--- src/rtl/multicycle_alu_if.sv ---
// Request/response bundle between the datapath controller and the multicycle ALU.
// The controller drives operands and start; the ALU returns status and results.
interface multicycle_alu_if #(
  parameter int WIDTH = 32
);
  logic             start;
  logic [WIDTH-1:0] rs;
  logic [WIDTH-1:0] rt;
  logic [3:0]       op;
  logic             busy;
  logic             done;
  logic [WIDTH-1:0] rd;
  logic [WIDTH-1:0] rd_hi;
  logic             dz;

  modport master (
    output start, rs, rt, op,
    input  busy, done, rd, rd_hi, dz
  );

  modport slave (
    input  start, rs, rt, op,
    output busy, done, rd, rd_hi, dz
  );
endinterface

--- src/rtl/multicycle_alu.sv ---
// Multicycle unsigned ALU: single-cycle add/sub, iterative shift-add
// multiply and restoring divide with a start/busy/done handshake.
module multicycle_alu #(
  parameter int WIDTH = 32
) (
  input  logic           clk,
  input  logic           rst_n,
  multicycle_alu_if.slave bus
);
  localparam int CNTW = $clog2(WIDTH) + 1;

  typedef enum logic [1:0] {
    IDLE = 2'd0,
    MUL  = 2'd1,
    DIV  = 2'd2,
    FIN  = 2'd3
  } state_t;

  state_t             r_state;
  state_t             w_next;
  logic [WIDTH-1:0]   r_a;
  logic [WIDTH-1:0]   r_b;
  logic [2*WIDTH-1:0] r_acc;
  logic [CNTW-1:0]    r_cnt;
  logic [WIDTH-1:0]   r_rd;
  logic [WIDTH-1:0]   r_rd_hi;
  logic               r_dz;

  logic               w_accept;
  logic               w_is_mul;
  logic               w_is_sub;
  logic               w_is_div;
  logic               w_dz;
  logic [WIDTH:0]     w_msum;
  logic [WIDTH:0]     w_part;
  logic [WIDTH:0]     w_diff;
  logic [2*WIDTH-1:0] w_step;
  logic               w_last;

  assign w_accept = bus.start &&
                    (r_state == IDLE || r_state == FIN);
  assign w_is_mul = (bus.op == 4'b0010);
  assign w_is_sub = (bus.op == 4'b0100);
  assign w_is_div = (bus.op == 4'b0001);
  assign w_dz     = w_is_div && (bus.rt == '0);
  assign w_last   = (r_cnt == CNTW'(1));

  // One iteration of either engine; r_acc low half holds the
  // dividend/quotient during DIV, the product low bits during MUL.
  always_comb begin
    w_msum = {1'b0, r_acc[2*WIDTH-1:WIDTH]} +
             {1'b0, (r_b[0] ? r_a : {WIDTH{1'b0}})};
    w_part = {r_acc[2*WIDTH-1:WIDTH], r_acc[WIDTH-1]};
    w_diff = w_part - {1'b0, r_a};
    w_step = '0;
    if (r_state == MUL) begin
      w_step = {w_msum, r_acc[WIDTH-1:1]};
    end else begin
      w_step = {(w_diff[WIDTH] ? w_part[WIDTH-1:0]
                               : w_diff[WIDTH-1:0]),
                r_acc[WIDTH-2:0], ~w_diff[WIDTH]};
    end
  end

  always_ff @(posedge clk or negedge rst_n) begin
    if (!rst_n) r_state <= IDLE;
    else        r_state <= w_next;
  end

  always_comb begin
    w_next = r_state;
    case (r_state)
      IDLE, FIN: begin
        if (!w_accept)     w_next = IDLE;
        else if (w_is_mul) w_next = MUL;
        else if (w_is_div && !w_dz) w_next = DIV;
        else               w_next = FIN;
      end
      MUL, DIV: if (w_last) w_next = FIN;
      default:  w_next = IDLE;
    endcase
  end

  always_comb begin
    bus.busy = (r_state == MUL) || (r_state == DIV);
    bus.done = (r_state == FIN);
  end

  always_ff @(posedge clk or negedge rst_n) begin
    if (!rst_n) begin
      r_a     <= '0;
      r_b     <= '0;
      r_acc   <= '0;
      r_cnt   <= '0;
      r_rd    <= '0;
      r_rd_hi <= '0;
      r_dz    <= 1'b0;
    end else if (w_accept) begin
      r_a   <= bus.rt;
      r_b   <= bus.rt;
      r_cnt <= CNTW'(WIDTH);
      if (w_is_mul) begin
        r_a   <= bus.rs;
        r_acc <= '0;
      end else if (w_dz) begin
        r_rd    <= '1;
        r_rd_hi <= bus.rs;
        r_dz    <= 1'b1;
      end else if (w_is_div) begin
        r_acc <= {{WIDTH{1'b0}}, bus.rs};
      end else begin
        r_rd    <= w_is_sub ? bus.rs - bus.rt : bus.rs + bus.rt;
        r_rd_hi <= '0;
        r_dz    <= 1'b0;
      end
    end else if (r_state == MUL || r_state == DIV) begin
      r_acc <= w_step;
      r_b   <= r_b >> 1;
      r_cnt <= r_cnt - CNTW'(1);
      // Final iteration lands straight in the result registers.
      if (w_last) begin
        r_rd    <= w_step[WIDTH-1:0];
        r_rd_hi <= w_step[2*WIDTH-1:WIDTH];
        r_dz    <= 1'b0;
      end
    end
  end

  assign bus.rd    = r_rd;
  assign bus.rd_hi = r_rd_hi;
  assign bus.dz    = r_dz;
endmodule

--- src/flat_wrapper.sv ---
// flat-port wrapper written by rule: the top's interface ports become plain ports
module multicycle_alu_flat 
#(
  parameter int WIDTH = 32
)
  (clk, rst_n, bus_start, bus_rs, bus_rt, bus_op, bus_busy, bus_done, bus_rd, bus_rd_hi, bus_dz);
  multicycle_alu_if #(.WIDTH(WIDTH)) bus_i ();
  input  logic clk;
  input  logic rst_n;
  input wire logic [$bits(bus_i.start)-1:0] bus_start;
  input wire logic [$bits(bus_i.rs)-1:0] bus_rs;
  input wire logic [$bits(bus_i.rt)-1:0] bus_rt;
  input wire logic [$bits(bus_i.op)-1:0] bus_op;
  output wire logic [$bits(bus_i.busy)-1:0] bus_busy;
  output wire logic [$bits(bus_i.done)-1:0] bus_done;
  output wire logic [$bits(bus_i.rd)-1:0] bus_rd;
  output wire logic [$bits(bus_i.rd_hi)-1:0] bus_rd_hi;
  output wire logic [$bits(bus_i.dz)-1:0] bus_dz;
  assign bus_i.start = bus_start;
  assign bus_i.rs = bus_rs;
  assign bus_i.rt = bus_rt;
  assign bus_i.op = bus_op;
  assign bus_busy = bus_i.busy;
  assign bus_done = bus_i.done;
  assign bus_rd = bus_i.rd;
  assign bus_rd_hi = bus_i.rd_hi;
  assign bus_dz = bus_i.dz;
  multicycle_alu #(.WIDTH(WIDTH)) u_core (.clk(clk), .rst_n(rst_n), .bus(bus_i));
endmodule
--- config.mk ---
export PLATFORM = sky130hd
export DESIGN_NAME = multicycle_alu_flat
export DESIGN_NICKNAME = d
export VERILOG_FILES = /design/src/rtl/multicycle_alu_if.sv /design/src/rtl/multicycle_alu.sv /design/src/flat_wrapper.sv
export SDC_FILE = /design/constraint.sdc
export NUM_CORES = 1
export LEC_CHECK = 0
export CAP_MARGIN = 0
export CELL_PAD_IN_SITES_DETAIL_PLACEMENT = 1
export CELL_PAD_IN_SITES_GLOBAL_PLACEMENT = 1
export CORE_ASPECT_RATIO = 0.6
export CORE_MARGIN = 2
export CORE_UTILIZATION = 25
export CTS_BUF_LIST = sky130_fd_sc_hd__clkbuf_16
export DETAILED_ROUTE_END_ITERATION = 6
export GPL_TIMING_DRIVEN = 0
export PLACE_DENSITY_LB_ADDON = 0.1
export SETUP_SLACK_MARGIN = 0.2
export SLEW_MARGIN = 20
export SYNTH_ARGS = -nofsm -noshare
export SYNTH_HDL_FRONTEND = slang
export SYNTH_SLANG_ARGS = --single-unit
--- constraint.sdc ---
create_clock -name clk -period 4 [get_ports clk]
set_input_delay 0.8 -clock clk [delete_from_list [all_inputs] [get_ports clk]]
set_output_delay 0.8 -clock clk [all_outputs]
set_load 0.005 [all_outputs]
======== After elaboration in Yosys (flattened, before gate mapping) ========
Cells that the tools add are included.
word-level totals
  register bits ........................... 201
  input bits .............................. 71
  word-level logic and storage cells ...... 77
operators by class
  $add $sub $neg .......................... 5
  equality and inequality tests ........... 12
  multiplexer cells ....................... 37
  bitwise logic cells ..................... 1
  reduce and logical (&&, ||, !) cells .... 14
operator list
  kind                 number
  $mux 32              18
  $mux 64              6
  $add 32x32->33       1
  $sub 33x32->33       1
  $add 32x32->32       1
  $logic_not 32->1     1
  $sub 32x32->32       1
  $mux 6               2
  $ne 3x3->1 const B   3
  $mux 1               7
  $eq 6x1->1 const B   1
  $mux 2               3
  $sub 6x1->6 const B  1
  $eq 2x2->1 const B   2
  $eq 4x1->1 const B   1
  $eq 4x2->1 const B   1
  $eq 4x3->1 const B   1
  $pmux 2 s2           1
  $reduce_and 4->1     1
  $reduce_bool 2->1    2
  $reduce_or 2->1      2
  $logic_and 1x1->1    3
  $reduce_and 3->1     1
  $eq 2x1->1 const B   1
  6 further kinds      7

======== Longest topological paths before layout ========
Gate-level depths: netlist of the first run.
  depth after elaboration ................. 8
  depth in mapped cells ................... 18
  mapped depth without buffers ............ 16

======== Worst setup path before layout of the first run ========
No wires, ideal clock.
  path kind ............................... in2reg
  start ................................... in bus_rt[14]
  end ..................................... reg u_core.r_rd[27] (netlist: u_core.bus.rd[27])
  data arrival time ....................... 4.213 ns
  required time ........................... 3.936 ns
  setup slack ............................. -0.277 ns
  cell stages on the path ................. 17
  buffers on the path ..................... 1
  cell sequence ........................... or3_1 or3_1 clkbuf_1 nor4_1 a31oi_1 a21oi_1 xor2_1 ha_1 a21o_1 a21o_1 a21o_1 a21o_1 a221o_1 a31oi_1 xor2_1 a221oi_1 a21o_1
between the ends
  cells in the longest elaborated chain, start to end .. 6
ends and longest elaborated chain
  item                                              line                   text
  start, declared                                   flat_wrapper.sv:12     input wire logic [$bits(bus_i.rt)-1:0] bus_rt;
  $add 32x32->32 or $sub 32x32->32 (tied branches)  multicycle_alu.sv:112  r_rd <= w_is_sub ? bus.rs - bus.rt : bus.rs + bus.rt;
  $mux 32                                           multicycle_alu.sv:112
  $mux 32                                           multicycle_alu.sv:109  end else if (w_is_div) begin
  $mux 32                                           multicycle_alu.sv:105  end else if (w_dz) begin
  $mux 32                                           multicycle_alu.sv:102  if (w_is_mul) begin
  $mux 32                                           multicycle_alu.sv:98   end else if (w_accept) begin
  end signal, assigned                              multicycle_alu.sv:112
  end signal, assigned                              multicycle_alu.sv:122  r_rd <= w_step[WIDTH-1:0];
  end, declared                                     multicycle_alu.sv:25   logic [WIDTH-1:0] r_rd;
Parallel ways exist; a longest one is shown, timed or not. The select of a mux whose other input is x is not followed.
A chain may end at the register's enable or synchronous reset.

======== Worst setup path in the final report of the first run ========
  start ................................... in bus_rt[13]
  end ..................................... reg u_core.r_rd[30] (netlist: u_core.bus.rd[30])
Same word-level chain as after synthesis.

==> results.sh, run 1 <==
export IMPL_clk_latency_ns=0.55
export IMPL_rsz0062_at_grt="true"
export IMPL_port_buffers=137
export IMPL_grt_pass1_vias=16800
export IMPL_syn_to_final_growth_pct=32.4
export IMPL_hold_violations=0
export IMPL_path_delay_family="compound AO/OA/AOI/OAI gates"
export IMPL_dp_slack_ns=-1.82
export IMPL_final_common_cell="dfrtp_1"
export IMPL_r2r_start="u_core.r_acc[31]"
export IMPL_grt_pass1_wl_mm=123
export IMPL_worstMarginPinSlew_ns=1.13
export IMPL_drive_above_1_share_pct=18.1
export IMPL_grt_use_total_pct=25.0
export IMPL_setup_viol=3
export IMPL_regToRegEndpoint="u_core.r_acc[58]"
export IMPL_slowest_stage="or3_4"
export IMPL_nets=2409
export IMPL_clockRootBuffer="clkbuf_16"
export IMPL_coreArea_um2=64200
export IMPL_syn_area_per_cell_um2=8.17
export IMPL_dr_total_vias=17100
export IMPL_initial_core_util_pct=25.2
export IMPL_layout_common_cells="dfrtp_1 (200), a21oi_1 (197), nor2_1 (191)"
export IMPL_cp_max_fo=8
export IMPL_yosysSeqAreaShare_pct=31.0
export IMPL_drc=0
export IMPL_wl_per_cell_um=27.8
export IMPL_netlist_area_um2=16200
export IMPL_crit_path_start_kind="input port"
export IMPL_ys_async_sr_fraction_pct=100
export IMPL_clock_path_buffers=3
export IMPL_gp_congestion=0.893
export IMPL_drv_slew=0
export IMPL_wl_mm=86.3
export IMPL_place_detailed_hpwl_mm=68.6
export IMPL_clock_sinks=201
export IMPL_yosysWarnings=0
export IMPL_powerDensity_nw_per_um2=1120
export IMPL_criticalPathCategory="in -> reg"
export IMPL_path_clk_slew_ns=0.07
export IMPL_grt_overflow=0
export IMPL_multiInputGateArea_um2=11600
export IMPL_max_stage_delay_ns=0.38
export IMPL_path_cells="buf_8 > or3_4 > or3_4 > buf_8 > buf_12 > buf_4 > o31ai_2 > xor2_1 > ha_2 > a211o_1 > a21oi_2 > and3_1 > o211ai_1 > o211ai_1 > o21ai_2 > xor2_2 > o221ai_2 > nand2_1"
export IMPL_fill_cells=7523
export IMPL_syn_num_nets=2157
export IMPL_setup_slack_ns=-0.139
export IMPL_antenna_left=0
export IMPL_end_kind="register"
export IMPL_synth_cells=1983
export IMPL_worst_hold_slack_ns=0.172
export IMPL_die_area_um2=66900
export IMPL_drt_iter0_drc=1575
export IMPL_die_h_um=201
export IMPL_setup_tns_ns=-0.168
export IMPL_antenna_found_initial=4
export IMPL_synth_flop_cell="dfrtp_1"
export IMPL_final_min_clock_period_ns=4.14
export IMPL_cp_required_ns=4.41
export IMPL_cap_viol_max_count=0
export IMPL_via_per_inst=5.52
export IMPL_cts_buffers=21
export IMPL_synthDistinctLibCells=80
export IMPL_cts_tree="done"
export IMPL_ctsHoldBuffers=0
export IMPL_num_rows=72
export IMPL_firstDrtPassIters=5
export IMPL_slew_headroom_pct=24.1
export IMPL_r2r_slack_ns=0.12
export IMPL_worstHoldPathType="in -> async"
export IMPL_register_area_um2=5030
export IMPL_cp_num_buf_inv=4
export IMPL_r2r_cells=17
export IMPL_outcome="complete, but fails checks"
export IMPL_fin_skew_ns=0.0231
export IMPL_io_pins=138
export IMPL_dieWidth_um=333
export IMPL_grt_max_degree=88
export IMPL_peakVddDrop_mv=0.388
export IMPL_ys_ff_latch=201
export IMPL_crit_arrival_ns=4.55
export IMPL_htreeDepth=1
export IMPL_leakage_nw=8.89
export IMPL_violations="setup timing"
export IMPL_synth_edff_count=0
export IMPL_fin_crit_sh_pct=103
export IMPL_max_freq_ghz=0.242
==> kinds of logic (layout without fill, tap and decap cells) <==
kind of cell               count (synthesis)  count (layout)  synth area share, %
AOI/OAI and AO/OA                        669             669                 25.8
and+or+nand+nor                          617             617                 17.7
DFF                                      201             201                 31.0
buffers and inverters                    172             438                 4.33
muxes                                    112             112                 7.10
xor gates and xnor gates                 109             109                 5.89
adders and majority gates                103             103                 8.09
other                                      0               4                    0
==> report_power, final <==
| part | switching (mW) | internal [mW] |
|---|---|---|
| combinational | 11.0 | 6.83 |
| clock | 0.954 | 1.02 |
| sequential | 1.08 | 3.09 |
| total | 13.0 | 10.9 |
==> cell usage after synthesis (15+ instances only) <==
cell type | count | share of area (%)
a21oi_1 | 225 | 7.0
nor2_1 | 208 | 4.8
dfrtp_1 | 201 | 31
nand2_1 | 184 | 4.3
o21ai_0 | 152 | 4.7
ha_1 | 100 | 7.7
mux2i_1 | 89 | 5.5
clkbuf_1 | 74 | 1.7
inv_1 | 63 | 1.5
xnor2_1 | 58 | 3.1
xor2_1 | 51 | 2.8
a21o_1 | 48 | 2.2
and2_1 | 48 | 1.9
nor3_1 | 37 | 1.1
nand3_1 | 31 | 0.96
a211oi_1 | 23 | 1.1
a221oi_1 | 23 | 1.2
a31oi_1 | 23 | 0.89
mux2_2 | 23 | 1.6
o211ai_1 | 23 | 1.1
and3_1 | 20 | 0.77
o31ai_1 | 19 | 0.88
o21a_1 | 17 | 0.79
o22ai_1 | 16 | 0.62
buf_1 | 15 | 0.35
==> state kept, by name (all words and copies together) (netlist names) <==
signal            flops
u_core.bus.rd        32
u_core.r_a           32
u_core.bus.rd_hi     32
u_core.r_cnt          6
u_core.r_state        2
u_core.r_b           32
u_core.bus.dz         1
u_core.r_acc         64
==> how the worst max path moves through the flow <==
stage                           from                 to  slack [ns]  depth (start not counted)
after detailed placement   bus_rt[0]  u_core.bus.rd[30]       -1.82                         17
after global placement         rst_n      u_core.r_b[3]       -7.48                          1
final                     bus_rt[13]  u_core.bus.rd[30]       -0.14                         18
after CTS                 bus_rt[13]  u_core.bus.rd[27]       -0.18                         18
after global routing      bus_rt[13]  u_core.bus.rd[27]       -0.17                         18
after floorplan           bus_rt[14]  u_core.bus.rd[27]       -0.24                         17
==> layer usage <==
| layer | wire [um] | vias to the layer above | global-route usage, % |
|---|---|---|---|
| met1 | 46300 | 8814 | 41.3 |
| met3 | 6320 | 63 | 4.81 |
| met4 | 941 | 0 | 2.74 |
| met2 | 32800 | 504 | 33.2 |
| li1 | - | 7751 | - |
| met5 | 0 | - | 0 |
==> worst register-to-register path, stage by stage (launching register included) <==
cell and delay, ns:
dfrtp_1 0.41, clkinvlp_4 0.22, ha_4 0.18, inv_2 0.03, fa_2 0.37, a211oi_2 0.25
o21ai_2 0.16, o2111a_2 0.33, o211ai_1 0.26, buf_4 0.17, a31oi_4 0.16, a21oi_4 0.23
buf_6 0.13, buf_6 0.11, buf_16 0.14, mux2i_2 0.23, o22ai_2 0.13, mux2_4 0.27
==> area by class of cell <==
class | count | area share (%)
Buffer | 107 | 3.10
Inverter | 64 | 1.16
Clock inverter | 16 | 0.455
Antenna cell | 4 | 0.0467
Clock buffer | 21 | 2.45
Timing Repair Buffer | 230 | 10.3
Sequential cell | 201 | 23.5
Tap cell | 851 | 4.97
Multi-Input combinational cell | 1610 | 54.1
==> through the flow <==
stage	area [um^2]	power, mW	util (%)	std cells
global placement	18700	18.8	29.2	2971
global route	21400	25.5	33.4	3100
detailed placement	18800	19.0	29.3	2973
floorplan	16300	12.9	-	1983
finish	21400	23.9	33.4	3104
CTS	20600	22.2	32.1	3069
==> repair_timing <==
item / 4_1_cts / 5_1_grt
setup endpoints to repair: 141 / 126
pin swaps: 55 / 97
setup buffers: 58 / 29
hold endpoints to repair: 0 / 0
gates cloned: 1 / 3
resized for setup: 244 / 187
Note: power is estimated with default switching activity, not from simulation.
==> inputs of run 2 (changes only) <==
--- a/config.mk
+++ b/config.mk
@@ -10,7 +10,7 @@
 export CELL_PAD_IN_SITES_GLOBAL_PLACEMENT = 1
 export CORE_ASPECT_RATIO = 0.6
 export CORE_MARGIN = 2
-export CORE_UTILIZATION = 25
+export CORE_UTILIZATION = 45
 export CTS_BUF_LIST = sky130_fd_sc_hd__clkbuf_16
 export DETAILED_ROUTE_END_ITERATION = 6
 export GPL_TIMING_DRIVEN = 0
==> results.sh, run 2 (same netlist as run 1, synthesis figures left out) <==
export IMPL_outcome="complete, but fails checks"
export IMPL_violations="setup timing"
export IMPL_worstHoldPathType="in -> async"
export IMPL_cp_max_fo=3
export IMPL_htreeDepth=1
export IMPL_slowest_stage="or3_4"
export IMPL_rsz0062_at_grt="true"
export IMPL_drive_above_1_share_pct=16.2
export IMPL_regToRegEndpoint="u_core.r_acc[53]"
export IMPL_cap_viol_max_count=0
export IMPL_dpl_cell_count=2589
export IMPL_worst_hold_slack_ns=0.129
export IMPL_place_detailed_hpwl_mm=58.9
export IMPL_clk_latency_ns=0.53
export IMPL_grt_pass1_vias=17700
export IMPL_num_rows=53
export IMPL_dieWidth_um=249
export IMPL_grt_max_degree=89
export IMPL_antenna_found_initial=1
export IMPL_startpoint="bus_rt[13]"
export IMPL_nets=2408
export IMPL_fill_cells=4175
export IMPL_initial_core_util_pct=46.0
export IMPL_cp_required_ns=4.42
export IMPL_largest_register="u_core.r_acc"
export IMPL_gp_congestion=1.02
export IMPL_slew_headroom_pct=18.3
export IMPL_via_per_inst=6.70
export IMPL_powerDensity_nw_per_um2=1100
export IMPL_largest_reg_flops=64
export IMPL_port_buffers=137
export IMPL_hold_violations=0
export IMPL_firstDrtPassIters=7
export IMPL_critPathCapture="u_core.bus.rd[27]"
export IMPL_r2r_start="u_core.r_acc[31]"
export IMPL_setup_slack_ns=-0.149
export IMPL_r2r_cells=16
export IMPL_design_area_um2=20400
export IMPL_peakVddDrop_mv=0.573
export IMPL_final_min_clock_period_ns=4.15
export IMPL_drc=0
export IMPL_placed_area_um2=18300
export IMPL_max_freq_ghz=0.241
export IMPL_grt_overflow=0
export IMPL_cts_buffers=21
export IMPL_die_area_um2=37600
export IMPL_leakage_nw=8.74
export IMPL_syn_to_final_growth_pct=26.0
export IMPL_layoutNonFillerInstCount=2714
export IMPL_drv_slew=0
export IMPL_post_route_util_pct=58.0
export IMPL_crit_top_cell="a21o_1"
export IMPL_dr_total_vias=18200
export IMPL_setup_viol=3
export IMPL_crit_path_start_kind="input port"
export IMPL_criticalPathCategory="in -> reg"
export IMPL_grt_use_total_pct=40.3
export IMPL_cts_tree="done"
export IMPL_clock_path_buffers=3
export IMPL_r2r_slack_ns=0.24
export IMPL_end_kind="register"
export IMPL_wl_mm=78.4
export IMPL_die_h_um=151
export IMPL_grt_pass1_wl_mm=114
export IMPL_diodes=0
export IMPL_path_cells="buf_8 > or3_4 > or3_1 > clkbuf_8 > nor4_4 > a31oi_4 > a21oi_2 > xor2_1 > ha_2 > a21o_1 > a21o_1 > a21o_1 > a21o_1 > a221o_1 > a31oi_2 > xor2_1 > a221oi_2 > a21o_1"
export IMPL_path_clk_slew_ns=0.07
export IMPL_wl_per_cell_um=28.9
export IMPL_fin_skew_ns=0.0121
export IMPL_crit_arrival_ns=4.57
export IMPL_drt_iter0_drc=2131
export IMPL_clock_sinks=201
export IMPL_ctsHoldBuffers=0
export IMPL_worstMarginPinSlew_ns=1.22
export IMPL_clockRootBuffer="clkbuf_16"
export IMPL_io_pins=138
export IMPL_layout_common_cells="a21oi_1 (200), dfrtp_1 (200), nor2_1 (197)"
export IMPL_fin_crit_sh_pct=104
export IMPL_antenna_left=0
export IMPL_coreArea_um2=35200
export IMPL_power_total_mw=22.4
export IMPL_max_stage_delay_ns=0.39
[run 2: metrics by stage]
stage / setup TNS [ns] / setup WS (ns)
finish: -0.292 / -0.149
global route: -0.730 / -0.248
CTS: -0.506 / -0.195
detailed placement: -86.76 / -1.60
global placement: -1417.40 / -6.71
floorplan: -0.404 / -0.236
[run 2: final cells by class]
| cell class | instances | area [um^2] | share of cell area, % |
|---|---|---|---|
| Multi-Input combinational cell | 1610 | 11300 | 55.2 |
| Sequential cell | 201 | 5030 | 24.6 |
| Timing Repair Buffer | 228 | 2090 | 10.2 |
| Buffer | 108 | 604 | 2.96 |
| Tap cell | 467 | 584 | 2.86 |
| Clock buffer | 21 | 526 | 2.57 |
| Inverter | 64 | 243 | 1.19 |
| Clock inverter | 15 | 65.1 | 0.319 |
[run 2: worst max-delay path, delay by kind of cell]
family / cells / cell delay (ns)
compound gates: 10 / 1.88
xor+xnor: 2 / 0.40
fa+ha+maj: 1 / 0.30
buf+inv: 2 / 0.26
simple gates: 3 / 0.92
[run 2: worst min-delay path by stage]
| stage | slack (ns) | cells past startpoint | end |
|---|---|---|---|
| finish | 0.13 | 1 | u_core.r_acc[57] |
| global route | 0.15 | 1 | u_core.r_acc[57] |
| CTS | 0.15 | 1 | u_core.r_acc[57] |
| detailed placement | 0.47 | 1 | u_core.bus.rd[17] |
| global placement | 0.46 | 2 | u_core.bus.rd[21] |
| floorplan | 0.45 | 1 | u_core.r_cnt[5] |
[run 2: repair_timing]
action | CTS | global route
setup buffers | 53 | 36
setup endpoints to repair | 130 | 119
pin swaps | 56 | 52
endpoints found under the hold margin | 0 | 0
resized for setup | 193 | 131
[run 2: per-layer routing]
metal | global-route usage [%] | up-vias | part of all wire, % | routed length, um
li1 | - | 7743 | - | -
met1 | 59.6 | 9126 | 44 | 34600
met2 | 58.8 | 1115 | 41 | 32200
met3 | 9.83 | 201 | 12 | 9300
met4 | 9.79 | 2 | 2.9 | 2240
met5 | 0 | - | 0.0089 | 7
[run 2: report_power, final]
group	leakage [nW]	total (mW)	internal, mW	switching [mW]
clock	0.305	1.88	0.952	0.933
combinational	6.07	16.5	6.12	10.3
sequential	2.37	4.10	3.09	1.00
total	8.74	22.4	10.2	12.3
==> inputs of run 3 (changes only) <==
--- a/config.mk
+++ b/config.mk
@@ -5,6 +5,7 @@
 export SDC_FILE = /design/constraint.sdc
 export NUM_CORES = 1
 export LEC_CHECK = 0
+export ABC_CLOCK_PERIOD_IN_PS = 4000
 export CAP_MARGIN = 0
 export CELL_PAD_IN_SITES_DETAIL_PLACEMENT = 1
 export CELL_PAD_IN_SITES_GLOBAL_PLACEMENT = 1
@@ -15,6 +16,7 @@
 export DETAILED_ROUTE_END_ITERATION = 6
 export GPL_TIMING_DRIVEN = 0
 export PLACE_DENSITY_LB_ADDON = 0.1
+export REMOVE_ABC_BUFFERS = 1
 export SETUP_SLACK_MARGIN = 0.2
 export SLEW_MARGIN = 20
 export SYNTH_ARGS = -nofsm -noshare
==> results.sh, run 3 (same netlist as run 1, synthesis figures left out) <==
export IMPL_outcome="complete, but fails checks"
export IMPL_violations="setup timing"
export IMPL_setup_slack_ns=-0.148
export IMPL_initial_core_util_pct=46.0
export IMPL_die_h_um=151
export IMPL_drive_above_1_share_pct=15.6
export IMPL_final_min_clock_period_ns=4.15
export IMPL_dieWidth_um=249
export IMPL_num_rows=53
export IMPL_placed_area_um2=18200
export IMPL_final_common_cell="a21oi_1"
export IMPL_leakage_nw=8.63
export IMPL_wl_mm=70.2
export IMPL_setup_tns_ns=-0.260
export IMPL_drt_iter0_drc=1588
export IMPL_fill_cells=4103
export IMPL_port_buffers=137
export IMPL_slew_headroom_pct=16.9
export IMPL_powerDensity_nw_per_um2=1070
export IMPL_clock_sinks=201
export IMPL_die_area_um2=37600
export IMPL_firstDrtPassIters=5
export IMPL_coreArea_um2=35200
export IMPL_clock_path_buffers=3
export IMPL_largest_register="u_core.r_acc"
export IMPL_gp_congestion=0.908
export IMPL_crit_path_start_kind="input port"
export IMPL_fin_skew_ns=0.0273
export IMPL_layout_common_cells="a21oi_1 (215), dfrtp_1 (200), nor2_1 (197)"
export IMPL_grt_pass1_wl_mm=103
export IMPL_fin_crit_sh_pct=104
export IMPL_htreeDepth=1
export IMPL_wl_per_cell_um=26.7
export IMPL_cts_tree="done"
export IMPL_worstHoldPathType="in -> async"
export IMPL_drc=0
export IMPL_grt_use_total_pct=35.3
export IMPL_peakVddDrop_mv=0.712
export IMPL_clockRootBuffer="clkbuf_16"
export IMPL_cp_max_fo=4
export IMPL_io_pins=138
export IMPL_syn_to_final_growth_pct=25.9
export IMPL_antenna_found_initial=3
export IMPL_largest_reg_flops=64
export IMPL_max_freq_ghz=0.241
export IMPL_worstMarginPinSlew_ns=1.24
export IMPL_nets=2322
export IMPL_criticalPathCategory="in -> reg"
export IMPL_via_per_inst=6.50
export IMPL_grt_pass1_vias=17000
export IMPL_cts_buffers=23
export IMPL_post_route_util_pct=57.9
export IMPL_hold_violations=0
export IMPL_grt_max_degree=91
export IMPL_grt_overflow=0
export IMPL_setup_viol=4
export IMPL_place_detailed_hpwl_mm=48.1
export IMPL_end_kind="register"
export IMPL_power_total_mw=21.9
export IMPL_max_stage_delay_ns=0.42
export IMPL_antenna_left=0
export IMPL_worst_hold_slack_ns=0.129
export IMPL_rsz0062_at_grt="true"
export IMPL_path_cells="buf_6 > or3_4 > or3_4 > nor4_4 > a31oi_4 > a21oi_2 > xor2_1 > ha_2 > a21o_1 > a21o_1 > a21o_1 > a21o_1 > a221o_1 > a31oi_4 > xor2_2 > a221oi_2 > a21o_1"
export IMPL_drv_slew=0
export IMPL_crit_top_cell="a21o_1"
export IMPL_clk_latency_ns=0.56
export IMPL_slowest_stage="or3_4"
export IMPL_design_area_um2=20400
export IMPL_cp_required_ns=4.43
export IMPL_dr_total_vias=17100
export IMPL_cap_viol_max_count=0
export IMPL_crit_arrival_ns=4.57
export IMPL_path_clk_slew_ns=0.07
[run 3: changes by cell type in the layout (fill, tap and decap cells not counted), moves of 5 or more]
cell      previous run  this run
a21oi_1            200       215
a21oi_2             20         8
buf_1               14         0
buf_12               4        13
buf_16               2         8
buf_4               88        73
clkbuf_1            44         0
clkbuf_2            30        10
clkbuf_8             5         0
ha_1                89        84
o21ai_2             11         5
[run 3: metrics by stage]
stage	cells	setup WS, ns
floorplan	1875	-6.15
global placement	2479	-15.42
detailed placement	2504	-1.78
CTS	2602	-0.0282
global route	2631	-0.213
finish	2632	-0.148
[run 3: what timing repair did]
item,CTS,global route
pin swaps,49,60
hold buffers,0,0
setup endpoints to repair,124,87
gates resized for setup,167,116
gates cloned,3,1
endpoints found under the hold margin,0,0
setup buffers,54,28
[run 3: cell type report]
| cell class | count | area [um^2] | share of cell area [%] |
|---|---|---|---|
| diodes | 1 | 2.50 | 0.0123 |
| clock buffers | 23 | 576 | 2.82 |
| clock inverters | 18 | 128 | 0.626 |
| inverters | 64 | 248 | 1.21 |
| multi-input cells | 1613 | 11400 | 55.7 |
| flip-flops and latches | 201 | 5030 | 24.7 |
| well taps | 467 | 584 | 2.86 |
| repair buffers | 245 | 2470 | 12.1 |
[run 3: power breakdown]
part           internal (mW)  total, mW  switching, mW
Clock                   1.12       2.10          0.975
Combinational           6.36       15.8           9.46
Sequential              3.09       4.01          0.914
Total                   10.6       21.9           11.3
[run 3: worst max-delay path: cells and delay by family]
kind | cells | cell delay [ns]
AOI/OAI and AO/OA | 10 | 1.95
xor gates and xnor gates | 2 | 0.36
adders and majority gates | 1 | 0.30
buffers and inverters | 1 | 0.12
and+or+nand+nor | 3 | 1.03
[run 3: worst paths after layout]
kind	start	end	slack, ns	cells after the start
max in group asynchronous	rst_n	u_core.r_b[0]	2.63	3
hold / removal	rst_n	u_core.r_acc[61]	0.13	1
min in group clk	u_core.bus.rd[5]	u_core.bus.rd[5]	0.48	1
setup reg to reg	u_core.r_acc[31]	u_core.bus.rd_hi[14]	0.28	15
hold reg to reg	u_core.bus.rd[5]	u_core.bus.rd[5]	0.48	1
setup / recovery	bus_rt[14]	u_core.bus.rd[27]	-0.15	17
[run 3: routing by layer]
| layer | global-route usage [%] | part of all wire [%] |
|---|---|---|
| met1 | 51.1 | 46 |
| met2 | 54.5 | 44 |
| met3 | 5.36 | 6.6 |
| met4 | 10.3 | 3.0 |
| met5 | 0 | 0 |
